$ cat config.mk
export PLATFORM = sky130hd
export DESIGN_NAME = gj_axis_rcv_framer
export DESIGN_NICKNAME = d
export VERILOG_FILES = /design/src/rtl/gj_axis_rcv_framer.sv
export SDC_FILE = /design/constraint.sdc
export NUM_CORES = 1
export LEC_CHECK = 0
export BUFFER_PORTS_ARGS = -buffer_cell sky130_fd_sc_hd__buf_2
export CORE_UTILIZATION = 55
export CTS_CLUSTER_SIZE = 16
export DETAILED_ROUTE_END_ITERATION = 6
export PLACE_DENSITY = 0.82
export SETUP_SLACK_MARGIN = 0.15
export SYNTH_ARGS = -nofsm -noshare
export SYNTH_HDL_FRONTEND = slang
export SYNTH_SLANG_ARGS = --single-unit
$ cat constraint.sdc
create_clock -name clk -period 6.4 [get_ports clk]
set_input_delay 0.64 -clock clk [delete_from_list [all_inputs] [get_ports clk]]
set_output_delay 0.64 -clock clk [all_outputs]
set_load 0.1 [all_outputs]
$ cat src/rtl/gj_axis_rcv_framer.sv
// UART byte stream to AXI-Stream framer.
// Frames close on gap timeout or byte limit.
module gj_axis_rcv_framer #(
  parameter int DATA_W = 8,
  parameter int CNT_W  = 16
) (
  input  logic              clk,
  input  logic              rst,
  input  logic              clk_en,
  input  logic [CNT_W-1:0]  max_bytes,
  input  logic [CNT_W-1:0]  max_gap,
  input  logic              in_tvalid,
  input  logic [DATA_W-1:0] in_tdata,
  input  logic              in_tuser,
  output logic              out_tvalid,
  input  logic              out_tready,
  output logic [DATA_W-1:0] out_tdata,
  output logic              out_tlast,
  output logic              out_tuser,
  output logic              overflow
);

  logic              h_vld_q, h_vld_d;
  logic [DATA_W-1:0] h_dat_q, h_dat_d;
  logic              o_vld_q, o_vld_d;
  logic [DATA_W-1:0] o_dat_q, o_dat_d;
  logic              o_last_q, o_last_d;
  logic              o_user_q, o_user_d;
  logic [CNT_W-1:0]  byte_cnt_q, byte_cnt_d;
  logic [CNT_W-1:0]  gap_cnt_q, gap_cnt_d;
  logic              err_q, err_d;
  logic              pend_q, pend_d;
  logic              ovf_q, ovf_d;

  logic             xfer;
  logic             o_free;
  logic             acc;
  logic             bad;
  logic             lim;
  logic             tmo;
  logic             fl;
  logic [CNT_W-1:0] cnt_inc;

  assign xfer   = o_vld_q & out_tready;
  assign o_free = ~o_vld_q | xfer;
  assign acc    = in_tvalid & ~in_tuser;
  assign bad    = in_tvalid & in_tuser;
  assign lim    = h_vld_q & (max_bytes != '0)
                & (byte_cnt_q >= max_bytes);
  // any arrival, good or bad, defers the timeout
  assign tmo    = h_vld_q & (gap_cnt_q == '0)
                & ~in_tvalid;
  assign fl     = h_vld_q & (pend_q | lim | tmo);
  assign cnt_inc = (&byte_cnt_q) ? byte_cnt_q
                 : byte_cnt_q + CNT_W'(1);

  always_comb begin
    h_vld_d    = h_vld_q;
    h_dat_d    = h_dat_q;
    o_vld_d    = o_vld_q;
    o_dat_d    = o_dat_q;
    o_last_d   = o_last_q;
    o_user_d   = o_user_q;
    byte_cnt_d = byte_cnt_q;
    gap_cnt_d  = gap_cnt_q;
    err_d      = err_q;
    pend_d     = pend_q;
    ovf_d      = 1'b0;

    if (xfer) o_vld_d = 1'b0;

    if (fl) begin
      if (o_free) begin
        o_vld_d    = 1'b1;
        o_dat_d    = h_dat_q;
        o_last_d   = 1'b1;
        o_user_d   = err_q;
        h_vld_d    = 1'b0;
        byte_cnt_d = '0;
        err_d      = 1'b0;
        pend_d     = 1'b0;
      end else begin
        pend_d = 1'b1;
      end
    end

    if (acc) begin
      if (fl) begin
        if (o_free) begin
          h_vld_d    = 1'b1;
          h_dat_d    = in_tdata;
          byte_cnt_d = CNT_W'(1);
          gap_cnt_d  = max_gap;
        end else begin
          ovf_d = 1'b1;
          err_d = 1'b1;
        end
      end else if (h_vld_q) begin
        if (o_free) begin
          o_vld_d    = 1'b1;
          o_dat_d    = h_dat_q;
          o_last_d   = 1'b0;
          o_user_d   = 1'b0;
          h_dat_d    = in_tdata;
          byte_cnt_d = cnt_inc;
          gap_cnt_d  = max_gap;
        end else begin
          ovf_d = 1'b1;
          err_d = 1'b1;
        end
      end else begin
        h_vld_d    = 1'b1;
        h_dat_d    = in_tdata;
        byte_cnt_d = cnt_inc;
        gap_cnt_d  = max_gap;
      end
    end else if (bad) begin
      err_d     = 1'b1;
      gap_cnt_d = max_gap;
    end else if (clk_en & h_vld_q
                 & (gap_cnt_q != '0)) begin
      gap_cnt_d = gap_cnt_q - CNT_W'(1);
    end
  end

  always_ff @(posedge clk or posedge rst) begin
    if (rst) begin
      h_vld_q    <= 1'b0;
      h_dat_q    <= '0;
      o_vld_q    <= 1'b0;
      o_dat_q    <= '0;
      o_last_q   <= 1'b0;
      o_user_q   <= 1'b0;
      byte_cnt_q <= '0;
      gap_cnt_q  <= '0;
      err_q      <= 1'b0;
      pend_q     <= 1'b0;
      ovf_q      <= 1'b0;
    end else begin
      h_vld_q    <= h_vld_d;
      h_dat_q    <= h_dat_d;
      o_vld_q    <= o_vld_d;
      o_dat_q    <= o_dat_d;
      o_last_q   <= o_last_d;
      o_user_q   <= o_user_d;
      byte_cnt_q <= byte_cnt_d;
      gap_cnt_q  <= gap_cnt_d;
      err_q      <= err_d;
      pend_q     <= pend_d;
      ovf_q      <= ovf_d;
    end
  end

  assign out_tvalid = o_vld_q;
  assign out_tdata  = o_dat_q;
  assign out_tlast  = o_last_q;
  assign out_tuser  = o_user_q;
  assign overflow   = ovf_q;

endmodule

## Word level (Yosys, flattened, before mapping)

Index checks and enable logic that the tools add are counted.

| cells by class | value |
|---|---|
| order comparisons | 1 |
| $add $sub $neg | 2 |
| reductions and logical operators | 5 |
| mux-type cells | 59 |
| bitwise logic cells | 16 |

Operators with widths:

| cell | count |
|---|---|
| 16-bit 2-to-1 mux | 14 |
| 8-bit 2-to-1 mux | 9 |
| 1-bit 2-to-1 mux | 36 |
| 16-bit nonzero test | 2 |
| 16-bit by 1-bit adder with 16-bit output (second input constant) | 1 |
| 16-bit greater-or-equal comparator | 1 |
| 16-bit logical NOT | 1 |
| 16-bit AND reduction | 1 |
| 16-bit by 1-bit subtractor with 16-bit output (second input constant) | 1 |
| 1-bit AND | 10 |
| 1-bit inverter | 3 |
| 1-bit OR | 3 |
| 3-bit nonzero test | 1 |

| word-level totals | value |
|---|---|
| register bits after elaboration | 55 |

## Depth between registers and ports, before layout

| depth | value |
|---|---|
| depth in word-level cells | 11 |
| gate-level depth with buffers | 10 |
| depth with buffers taken out | 9 |

## Least setup slack after synthesis

No wires, ideal clock.

| timing path | value |
|---|---|
| path kind | input port to flip-flop |
| start point | in max_bytes[0] |
| end point | reg o_dat_q[0], in the netlist out_tdata[0] |
| library setup time | 0.126 ns |
| slack | 3.509 ns |
| stages on the path | 9 |
| arrival | 2.765 ns |
| data required time | 6.274 ns |
| buffers on the path | 1 |
| cells stage by stage | ha_1 -> nand2b_1 -> a2111oi_0 -> nor3_1 -> o41a_1 -> nor2_1 -> a21o_1 -> buf_4 -> mux2_2 |

| on the way | value |
|---|---|
| word-level cells in the longest chain between the ends | 11 |

Ends and longest elaborated chain:

| what | line | RTL |
|---|---|---|
| start: declaration | 10 | `input logic [CNT_W-1:0] max_bytes,` |
| parallel branches: the longest is 2 deep, another holds 16-bit greater-or-equal comparator | - |  |
| 1-bit AND (*) | 49 | `& (byte_cnt_q >= max_bytes);` |
| 1-bit OR (*) (2 in a row) | 53 | `assign fl = h_vld_q & (pend_q \| lim \| tmo);` |
| 1-bit AND (*) | 53 |  |
| 8-bit 2-to-1 mux | 72 | `if (fl) begin` |
| 8-bit 2-to-1 mux | 99 | `if (o_free) begin` |
| 8-bit 2-to-1 mux | 98 | `end else if (h_vld_q) begin` |
| 8-bit 2-to-1 mux | 88 | `if (fl) begin` |
| 8-bit 2-to-1 mux (*) | 87 | `if (acc) begin` |
| via o_dat_d[0] | 26 | `logic [DATA_W-1:0] o_dat_q, o_dat_d;` |
| end signal: assignment | 143 | `o_dat_q <= o_dat_d;` |
| end: declaration | 26 |  |

Mark *: on every way through the listed nets, which the timed path passes.
A chain may end at the register's enable or synchronous reset.

## Final worst setup path

| timing path | value |
|---|---|
| start point | reg gap_cnt_q[0] |
| end point | reg gap_cnt_q[12] |

| on the way | value |
|---|---|
| word-level cells in the longest chain between the ends | 7 |

Ends and longest elaborated chain:

| what | line | RTL |
|---|---|---|
| start: declaration | 30 | `logic [CNT_W-1:0] gap_cnt_q, gap_cnt_d;` |
| start signal: assignment | 147 | `gap_cnt_q <= gap_cnt_d;` |
| parallel branches: the longest is 7 deep, another holds 16-bit by 1-bit subtractor with 16-bit output | - |  |

Several ways; the timed one is not identified. The select of a mux whose other input is x is not followed.

==> key figures <==
Clocking
  • CTS Hold Bufs: 0
  • H-tree depth: 2
  • CTS max path bufs: 2
  • Clock-pin slew on the worst setup and hold paths: between 0.1 and 0.15 ns
  • CTS tree: built
  • Skew-Pair Late Insertion Delay: 0.32 ns
  • Clock Sinks: 55
  • Clk root buf: clkbuf_8
  • CTS buffer count: 5
  • Post-CTS Setup Repair Bufs: 0
  • Post-CTS Resized: 0

STA
  • Crit path time final: 3.159 ns
  • Layout Skew: 0.008038 ns
  • # setup viols final: 0
  • Slew Limit Fails: 0
  • Setup_tns: 0 ns
  • Fin crit share: around half
  • RSZ-0062 raised after global routing: no
  • Slew margin rel.: between 20 and 30%
  • Max Clk Rate: 316.5 MHz
  • Final Hold Vio Count: 0
  • Tightest Pin Transition: 1.049 ns

Floorplan
  • Initial Util: 57.85%
  • Die X-Extent: around 79 um
  • I/O Pins: 58
  • Die ar.: 0.006172 mm^2
  • # rows: 27
  • Core ar.: 0.005574 mm^2
  • Die Ht: 78.57 um

Critical path
  • WP data required: between 6 and 7 ns
  • Reg-to-Reg Start: gap_cnt_q[0]$_DFFE_PP0P_
  • Crit Path Max Fanout: 11
  • Crit. Startpoint: gap_cnt_q[0]$_DFFE_PP0P_
  • Worst setup EP type: flip-flop
  • Startpoint Class: flip-flop
  • Crit Path Class: flip-flop to flip-flop
  • CP arrival: 3.41 ns

Synth
  • Ys flop type: dfrtp_1
  • Synth Instances: 347
  • Cell variety after synth: 48
  • Async set-reset flop share out of synthesis: 100.0%
  • Syn. warnings: 0
  • Syn_nets: 411
  • Post-synthesis sequential area ratio: 42.69%
  • Mapped Area: around 0.0032 mm^2
  • Post-synth EDFFs: 0
  • #FFs+latches synth: 55
  • Syn avg cell area: 9.292 um^2

Detailed routing
  • DRC viols: 0
  • DR iter-0 viols: 192
  • Antenna Violating Nets Remaining: 0
  • Drt via density: 6.053
  • Drt pass-1 iters: 5
  • WL final: 7205 um
  • Vias: 2863
  • Wire per inst: 15.23 um

Place
  • RePlAce Congestion: 0.8090
  • Post-DP HPWL: 5263 um
  • Input/output buffers: 57
  • Placed Area: ~0.0036 mm^2

Power and ir drop
  • Post-layout power: approximately 1.0 mW
  • Combinational Power Share: 34.8%
  • Power density over the cells: about 290 mW/mm^2
  • Internal: 0.5983 mW
  • Reg power frac: 44.6%
  • Total leakage power: 1.783 nW
  • Net Sw Power: 0.4476 mW
  • Clock power share: slightly above 20%
  • Switching part of the total: 42.80%
  • Maximum VDD drop: 0.2603 mV

Final layout
  • Fin util: 65.57%
  • Fill count: 457
  • Most frequent cells in the layout: 57 x buf_2, 55 x dfrtp_1, 38 x nor2_1
  • Post-route cell area: 0.003655 mm^2
  • Layout cells sized above 1: between 20% and 30%
  • Commonest non-fill, non-tap cell in the layout: buf_2
  • Antenna cells: 0
  • Final net count: 464
  • Area added between synthesis and finish: 13.35%

GRT
  • Vias in the first global route: 2722
  • Largest net degree at the start of global routing: 56
  • Overall Global Routing Usage: approximately a quarter
  • First-pass GRT wire length: 11990 um
  • Initial antenna violation count: 0
  • Total grt overflow: 0

Worst hold path
  • Hold crit path type: input port to async pin

Run status
  • Outcome: finished clean

Flow run
  • Total of max-cap violations: 0
## kinds of logic after synthesis
logic type	count (synthesis)	synth area share, %
and+or+nand+nor	133	20.95
AOI/OAI and AO/OA	78	15.48
DFF	55	42.69
buffers and inverters	34	4.268
muxes	28	9.352
adders and majority gates	18	6.985
xor gates and xnor gates	1	0.2717
## worst max-delay path, cell delays in order (launching register included)
cell and delay (ns):
dfrtp_1 0.43, inv_1 0.10, ha_1 0.18, nor3b_1 0.55, nand4_1 0.29, o311a_1 0.44
nor2_1 0.61, nor2_1 0.23, o21ai_0 0.13, o2bb2ai_1 0.13
## flip-flops by register name, indices dropped and copies added, names as in the netlist, 8 cells and up, named ones only
name / cells
gap_cnt_q: 16
h_dat_q: 8
out_tdata: 8
byte_cnt_q: 16
## worst paths after layout
check | endpoint | slack [ns] | cells after the start
worst min register to register | out_tdata[7]$_DFF_PP0_ | 0.51 | 1
worst min-delay path | gap_cnt_q[12]$_DFFE_PP0P_ | 0.48 | 3
worst max-delay path | gap_cnt_q[12]$_DFFE_PP0P_ | 3.24 | 9
max in group asynchronous | gap_cnt_q[1]$_DFFE_PP0P_ | 5.46 | 3
worst max register to register | gap_cnt_q[12]$_DFFE_PP0P_ | 3.24 | 9
min in group clk | out_tdata[7]$_DFF_PP0_ | 0.51 | 1
## stage by stage
step	hold WS [ns]	cells	setup slack (ns)
finish	0.4835	473	3.241
global route	0.5320	473	2.924
CTS	0.5160	473	3.221
detailed placement	0.4898	465	3.010
global placement	0.4806	465	3.142
floorplan	0.4636	347	3.509
## synth_stat cells (all sizes together) (3+ instances only)
cell	instances	share of area, %
nor2	38	4.4
nand2b	3	0.58
nor4	9	2.2
inv	22	2.6
and2	3	0.58
buf	4	0.78
ha	18	7.0
mux2	17	5.9
nand2	30	3.5
a22oi	4	0.93
clkbuf	8	0.93
nand4	11	2.1
o22ai	3	0.58
a311oi	3	0.82
dfrtp	55	43
nand3	10	1.6
a21o	4	0.93
nor3	10	1.6
or3	4	1.1
and3	7	1.4
mux2i	11	3.4
a21oi	17	2.6
o21ai	28	4.6
## final cells by class
cell class / count / area [um^2] / area share [%]
tap: 72 / 90.09 / 2.465
clock inverter: 3 / 33.78 / 0.9243
sequential: 55 / 1376 / 37.66
clock buffer: 5 / 68.82 / 1.883
multi-input combinational: 258 / 1710 / 46.80
timing repair buffer: 58 / 292.8 / 8.011
inverter: 22 / 82.58 / 2.259
## metal layers
layer / part of all wire (%) / track usage (%) / vias to the layer above
met5: 0 / 0 / -
met2: 50 / 41.91 / 87
met4: 0.61 / 6.296 / 0
li1: - / - / 1372
met3: 5.2 / 4.302 / 7
met1: 44 / 32.00 / 1397
## power by group through the flow
| stage | clock (mW) | combinational [mW] | sequential [mW] |
|---|---|---|---|
| floorplan | 0 | 0.145 | 0.606 |
| global route | 0.231 | 0.391 | 0.476 |
| global placement | 0 | 0.353 | 0.468 |
| finish | 0.215 | 0.364 | 0.466 |
| CTS | 0.219 | 0.365 | 0.465 |
| detailed placement | 0 | 0.364 | 0.472 |
(Power assumes the default switching activity.)
